$ cat src/rtl/array_access_arbiter.sv
// array_access_arbiter
// Round-robin arbiter plus burst sequencer in front of a small register array.
// One requester owns the array at a time. Its burst of 1..4 beats walks
// consecutive addresses, wrapping modulo DEPTH. Writes update the array.
// Reads return data one cycle after the beat. The whole array is exported
// on mem_out.
//
// state      | meaning
// -----------+-------------------------------------------------------------
// ST_IDLE    | no owner; pick the next winner from rr_ptr upward, latch its burst
// ST_BURST   | winner owns the array; one beat per cycle while its req_valid holds
module array_access_arbiter #(
  parameter int NUM_REQ = 4,
  parameter int DEPTH   = 4,
  parameter int WIDTH   = 8,
  localparam int AW     = $clog2(DEPTH),
  localparam int IW     = $clog2(NUM_REQ)
) (
  input  logic                     clk,
  input  logic                     rst,
  input  logic [NUM_REQ-1:0]       req_valid,
  input  logic [NUM_REQ-1:0]       req_write,
  input  logic [NUM_REQ*AW-1:0]    req_addr,
  input  logic [NUM_REQ*2-1:0]     req_len,
  input  logic [NUM_REQ*WIDTH-1:0] req_wdata,
  output logic [NUM_REQ-1:0]       grant,
  output logic                     beat,
  output logic                     last,
  output logic                     rd_valid,
  output logic [WIDTH-1:0]         rd_data,
  output logic [IW-1:0]            rd_id,
  output logic [DEPTH*WIDTH-1:0]   mem_out
);

  localparam logic [0:0] ST_IDLE  = 1'b0;
  localparam logic [0:0] ST_BURST = 1'b1;

  logic [0:0]       state;
  logic [IW-1:0]    rr_ptr;
  logic [IW-1:0]    win_q;
  logic             wr_q;
  logic [AW-1:0]    start_q;
  logic [1:0]       len_q;
  logic [1:0]       cnt_q;
  logic [WIDTH-1:0] mem [DEPTH];

  logic             any_req;
  logic [IW-1:0]    pick_idx;
  logic             win_valid;
  logic [AW-1:0]    beat_addr;
  logic [WIDTH-1:0] win_wdata;
  logic [IW-1:0]    rr_next;
  logic             burst_done;

  assign any_req = |req_valid;

  // Winner search: first requesting index at or above rr_ptr, wrapping.
  always_comb begin : pick_blk
    int  cand;
    logic found;
    cand     = 0;
    found    = 1'b0;
    pick_idx = '0;
    for (int k = 0; k < NUM_REQ; k++) begin
      cand = int'(rr_ptr) + k;
      if (cand >= NUM_REQ) cand = cand - NUM_REQ;
      if (!found && req_valid[cand]) begin
        found    = 1'b1;
        pick_idx = IW'(cand);
      end
    end
  end

  // Beat qualification, address generation and burst termination.
  always_comb begin
    win_valid  = req_valid[win_q];
    win_wdata  = req_wdata[int'(win_q)*WIDTH +: WIDTH];
    beat_addr  = AW'({2'b00, start_q} + {{AW{1'b0}}, cnt_q});
    beat       = (state == ST_BURST) && win_valid;
    last       = beat && (cnt_q == len_q);
    burst_done = (state == ST_BURST) && (!win_valid || (cnt_q == len_q));
    rr_next    = (win_q == IW'(NUM_REQ - 1)) ? '0 : win_q + 1'b1;
  end

  // Arbitration FSM: latch the winner's burst in IDLE, count beats in BURST.
  always_ff @(posedge clk) begin
    if (rst) begin
      state   <= ST_IDLE;
      rr_ptr  <= '0;
      grant   <= '0;
      win_q   <= '0;
      wr_q    <= 1'b0;
      start_q <= '0;
      len_q   <= '0;
      cnt_q   <= '0;
    end else begin
      case (state)
        ST_IDLE: begin
          if (any_req) begin
            win_q   <= pick_idx;
            wr_q    <= req_write[pick_idx];
            start_q <= req_addr[int'(pick_idx)*AW +: AW];
            len_q   <= req_len[int'(pick_idx)*2 +: 2];
            cnt_q   <= '0;
            grant   <= NUM_REQ'(1) << pick_idx;
            state   <= ST_BURST;
          end
        end
        ST_BURST: begin
          // Completion and abort both hand the pointer past the winner.
          if (burst_done) begin
            state  <= ST_IDLE;
            grant  <= '0;
            rr_ptr <= rr_next;
          end else if (beat) begin
            cnt_q <= cnt_q + 2'd1;
          end
        end
        default: begin
          state <= ST_IDLE;
          grant <= '0;
        end
      endcase
    end
  end

  // Array storage: cleared on reset, written on write beats only.
  always_ff @(posedge clk) begin
    if (rst) begin
      for (int k = 0; k < DEPTH; k++) mem[k] <= '0;
    end else if (beat && wr_q) begin
      mem[beat_addr] <= win_wdata;
    end
  end

  // Registered read path: one-cycle pulse per read beat, data held between reads.
  always_ff @(posedge clk) begin
    if (rst) begin
      rd_valid <= 1'b0;
      rd_data  <= '0;
      rd_id    <= '0;
    end else begin
      rd_valid <= beat && !wr_q;
      if (beat && !wr_q) begin
        rd_data <= mem[beat_addr];
        rd_id   <= win_q;
      end
    end
  end

  // Flattened view of the array for inspection.
  for (genvar g = 0; g < DEPTH; g++) begin : g_mem_out
    assign mem_out[g*WIDTH +: WIDTH] = mem[g];
  end

endmodule

$ cat config.mk
export PLATFORM = sky130hd
export DESIGN_NAME = array_access_arbiter
export DESIGN_NICKNAME = d
export VERILOG_FILES = /design/src/rtl/array_access_arbiter.sv
export SDC_FILE = /design/constraint.sdc
export NUM_CORES = 1
export LEC_CHECK = 0
export CELL_PAD_IN_SITES_DETAIL_PLACEMENT = 1
export CELL_PAD_IN_SITES_GLOBAL_PLACEMENT = 2
export CORE_AREA = 4 4 83 143
export CTS_BUF_LIST = sky130_fd_sc_hd__clkbuf_16
export DETAILED_ROUTE_END_ITERATION = 10
export DIE_AREA = 0 0 87 147
export PLACE_DENSITY = 0.8
export SKIP_CTS_REPAIR_TIMING = 1
export SLEW_MARGIN = 15
export SYNTH_ARGS = -nofsm -noshare
export SYNTH_HDL_FRONTEND = slang
export SYNTH_SLANG_ARGS = --single-unit
$ cat constraint.sdc
create_clock -name clk -period 2.45 [get_ports clk]
set_clock_uncertainty 0.1 [all_clocks]
set_input_delay 0.6125 -clock clk [delete_from_list [all_inputs] [get_ports clk]]
set_output_delay 0.6125 -clock clk [all_outputs]
set_load 0.05 [all_outputs]
[Yosys cells after proc, flatten, opt, wreduce, memory -nomap -nowiden]
Memories as Yosys holds them, arrays and structs flattened. A register that Yosys moved wholly into a read port is not among the register bits.
Cells that the tools add are included.
Cells by class
  $add $sub $neg: 10
  $mul: 0
  div/mod/pow operators: 0
  magnitude comparators: 10
  equal/unequal tests: 6
  shift operators: 4
  multiplexer cells: 46
  bitwise operators: 1
  reductions and logical operators: 20
Operators by type and width (number)
  less-than comparator 32 x 4 -> 1 bit, second input constant: 4
  two-way mux 32 bit: 4
  indexed part select 32 x 6 -> 8 bit: 1
  two-way mux 1 bit: 21
  two-way mux 2 bit: 9
  indexed part select 8 x 4 -> 2 bit: 2
  binary-select mux 1 bit (select 2 bit): 6
  subtractor 3 x 3 -> 4 bit, second input constant: 3
  >= comparator 3 bit, second input constant: 3
  logical AND 1 bit: 8
  two-way mux 4 bit: 2
  two-way mux 8 bit: 1
  case mux 4 bit (2 select lines): 1
  OR reduction 8 bit: 1
  adder 2 x 2 -> 3 bit, second input constant: 2
  less-than comparator 2 x 3 -> 1 bit, second input constant: 2
  != test 2 bit, second input constant: 3
  AND reduction 2 bit: 3
  zero test 1 bit: 5
  adder 2 x 1 -> 2 bit, second input constant: 2
  case mux 2 bit (2 select lines): 1
  OR reduction 4 bit: 1
  left shift 1 x 2 -> 4 bit, first input constant: 1
  subtractor 2 x 3 -> 4 bit, second input constant: 1
  other kinds (10): 10
Storage, ports and cells
  flip-flop bits (word level): 19
  latch bits: 0
  bits in writable memories: 32
  bits in read-only memories: 0
  bits of input ports: 58
  output and inout bits: 49
  logic and storage cells: 108
  memories: 1
Memories
  mem: depth 4, width 8, read ports 5, clocked after Yosys merged registers in 1, wr ports 4, RTL line 45  | logic [WIDTH-1:0] mem [DEPTH];

[Depth between registers and ports, before layout]
  word-level depth: 18
  mapped depth: 7
  gate-level depth less buffers: 6

[Worst setup path before layout]
No wires, ideal clock.
  kind: input to register
  from: input req_valid[1]
  to: memory mem[3][0] (enable)
  setup time: 330 ps
  arrival: 2030 ps
  required time: 2020 ps
  slack: -10 ps
  stages: 5
  path buffers: 1
  path through: mux4_2 > nand2_1 > inv_1 > clkbuf_1 > a41o_1
RTL lines
  start, declared: RTL line 21  | input logic [NUM_REQ-1:0] req_valid,
  end, declared: RTL line 45

[Worst setup path after layout]
  from: input req_valid[3]
  to: output last
On the way
  longest elaborated chain between the ends: 4
RTL lines
  binary-select mux 1 bit (select 2 bit): RTL line 76  | win_valid = req_valid[win_q];
  two-way mux 1 bit (implied by the code): RTL line 76
  logical AND 1 bit: RTL line 79  | beat = (state == ST_BURST) && win_valid;
  logical AND 1 bit: RTL line 80  | last = beat && (cnt_q == len_q);
  end, declared: RTL line 28  | output logic last,
Every way passes these cells. The select of a mux whose other input is x is not followed.

==> impl_results.md <==
- Max_slew headroom: between 60% and 70%
- Synth Net Count: roughly 300
- Least-Margin Pin Slew: roughly 0.54 ns
- NumNets Final: around 430
- DP Area: 4389 sq um
- CTS Root Buffer Type: clkbuf_16
- Total GRT Usage: 15.78%
- I/O pins: ~110
- DR vias/cell: between 4 and 5
- Internal power: ~0.0021 W
- Sw frac: 28.92%
- Mapped Cells: around 240
- #FFs+latches synth: roughly 60
- Cell area power density: 641.6 nW/um^2
- Status: complete, no violations
- Final Hold Fails: 0
- Maximum VDD drop: ~0.37 mV
- Endpoint class of the critical path: output port
- Fmax: around 420 MHz
- ANT cells: 0
- Number of distinct library cells after synthesis: approximately 40
- Largest net degree at the start of global routing: 21
- Final Max Tran Viols: 0
- Dominant cell type by area after synthesis: edfxtp_1
- Antenna violation net count after detailed routing: 0
- CP Class: input port to output port
- Top cells by area, synth: edfxtp_1, dfxtp_1, mux4_2, mux2i_1, and2_1
- Residual DRC count: 0
- Initial antenna violation count: 0
- Max H-tree Level: 3
- Sequential power share: a little under two fifths
- Die X: 87 microns
- Vias: about 2,500
- Area Overhead vs Synth: 58.45%
- First-pass iteration count of the detailed router: 4
- Die footprint: 12,790 sq um
- # setup viols final: 0
- RSZ-0062 raised after global routing: no
- WL final: a little under 10,000 microns
- Yosys top cell area share: 32.69%
- Detail Placement HPWL: roughly 8000 microns
- Port buffer count: 106
- Pre-CTS setup slack: -0.3671 ns
- Mapped Avg Cell Area: ~13 sq um
- Tmin final: around 2.4 ns
- Synth async-reset ratio: 0%
- Sink Count: 59
- Util after Layout: around 44%
- Core area: about 11,000 sq um
- Static leakage: between 1.5 and 2 nW
- Final worst slack: about 0.053 ns
- Post-synthesis cell area: 2939 sq um
- CTS Buf Count: 9
- Per-cell routed wire length: ~19 microns
- Worst Path Required: 1.74 ns
- CTS tree: yes
- Placer Congestion: a little under 0.8
- Sequential share of the synthesized area: 51.09%
- Gate power share: ~26%
- Clock group share of total power: 36.0%
- Chip height: between 100 and 150 microns
- Worst-Skew Late Latency: roughly 0.33 ns
- Post-synth EDFFs: 32
- Post-Layout Inst Area: between 4000 and 5000 sq um
- Max clock buf depth: 2
- Clock Pin Slew Worst Setup and Hold Paths: 0.05 ns
- Period utilization: a little over nine tenths
- Num rows: 50
- WP data arrival: about 1.7 ns
- Main synth FF type: edfxtp_1
- MaxCap Viol Count: 0
- Initial Util: a little over a quarter
- Grt ovf: 0
- Vias in the first global route: approximately 2,800
- Startpoint types: input port
- Yosys Warn Count: 0
- First-pass GRT wire length: between 10,000 and 15,000 microns
- Sw power: just under 0.0009 W
- Class of the worst hold path: flop to flop
- Ratio of cells with drive above 1 in the final layout: a little over a fifth
- CP max FO: 2
- Initial DRC count: 74
through the flow:
stage,instances,setup TNS [ns],hold slack [ns],power (W)
6_report,509,0,0.3934,0.002988
5_1_grt,509,0,0.4084,0.003103
4_1_cts,509,-0.9754,0.3992,0.003019
3_5_place_dp,493,-23.79,0.3878,0.001942
3_3_place_gp,493,-16.20,0.3669,0.001923
2_1_floorplan,235,0,0.3535,0.001590
path summary, 6_finish.rpt:
path / end / depth (start not counted) / start / slack (ns)
setup reg to reg: len_q[1] / 6 / rr_ptr[1] / 0.33
hold / removal: rr_ptr[0] / 2 / rr_ptr[0] / 0.39
setup / recovery: last / 6 / req_valid[3] / 0.05
hold reg to reg: rr_ptr[0] / 2 / rr_ptr[0] / 0.39
cells in the final DEF (no fill, tap or decap), types with 2 or more instances in the layout:
| cell | Yosys | layout |
|---|---|---|
| dfxtp_1 | 27 | 26 |
| nand2_1 | 9 | 8 |
| nor2b_1 | 2 | 2 |
| clkbuf_16 | 0 | 9 |
| ha_1 | 2 | 2 |
| edfxtp_1 | 32 | 32 |
| buf_4 | 1 | 32 |
| xor2_1 | 4 | 4 |
| mux2i_1 | 18 | 18 |
| or3_1 | 3 | 3 |
| a22oi_1 | 2 | 2 |
| nand2b_1 | 3 | 3 |
| clkinv_2 | 0 | 2 |
| and2_1 | 24 | 24 |
| nor3_1 | 2 | 2 |
| and3_1 | 8 | 8 |
| nor2_1 | 25 | 25 |
| mux4_2 | 17 | 17 |
| clkinv_1 | 0 | 3 |
| a41o_1 | 2 | 2 |
| or2_2 | 5 | 5 |
| a2111oi_1 | 3 | 3 |
| buf_12 | 0 | 3 |
| o21ai_0 | 2 | 2 |
| nor4b_1 | 4 | 4 |
| nor3_2 | 4 | 4 |
| a21oi_1 | 6 | 6 |
| a211oi_1 | 4 | 4 |
| inv_1 | 4 | 6 |
| clkdlybuf4s50_1 | 0 | 100 |
| dlymetal6s2s_1 | 0 | 4 |
Yosys cell counts (all sizes together) (2+ instances only):
cell	instances
or2	5
and3	8
xor2	4
and2	24
a41o	2
a2111oi	4
o21ai	2
dfxtp	27
nor3	6
mux4	17
a211oi	4
a22oi	2
clkbuf	7
a21oi	7
inv	4
mux2i	18
edfxtp	32
buf	4
or3	4
nor4b	4
nand2	9
nand2b	3
nor2b	2
nor2	25
ha	2
kinds of logic after synthesis:
kind of cell | count (synthesis) | synth area share [%]
xor gates and xnor gates | 5 | 1.745
DFF | 59 | 51.09
AOI/OAI and AO/OA | 26 | 7.067
and+or+nand+nor | 93 | 17.75
adders and majority gates | 2 | 0.8513
muxes | 35 | 19.16
buffers and inverters | 15 | 2.341
layout make-up:
type | count | area, sq um
Fill cell | 1161 | 6041
Clock buffer | 9 | 225.2
Timing Repair Buffer | 139 | 1351
Inverter | 4 | 15.01
Sequential cell | 59 | 1503
Clock inverter | 7 | 28.78
Multi-Input combinational cell | 161 | 1371
Tap cell | 130 | 162.7
routing by layer:
metal  global-route usage (%)  part of all wire (%)
met1                    14.32                    33
met2                    31.93                    61
met5                        0                     0
met3                    3.199                   4.6
met4                    6.318                   1.8
power groups by stage:
stage / combinational (W) / clock (W) / sequential (W)
3_3_place_gp: 0.000763 / 0 / 0.00116
6_report: 0.000771 / 0.00107 / 0.00114
3_5_place_dp: 0.000780 / 0 / 0.00116
2_1_floorplan: 0.000312 / 0 / 0.00128
4_1_cts: 0.000783 / 0.00109 / 0.00114
5_1_grt: 0.000821 / 0.00113 / 0.00115
state kept, by name, indices dropped and copies added (netlist names), 2 cells and up:
signal   count
mem         32
rd_data      8
grant        4
cnt_q        2
len_q        2
rd_id        2
rr_ptr       2
start_q      2
win_q        2
critical path, stage by stage:
cell,delay (ns)
dlymetal6s2s_1,0.14
mux4_2,0.52
nand2_2,0.09
nor2_1,0.04
buf_4,0.14
buf_12,0.14
(Power assumes the default switching activity.)
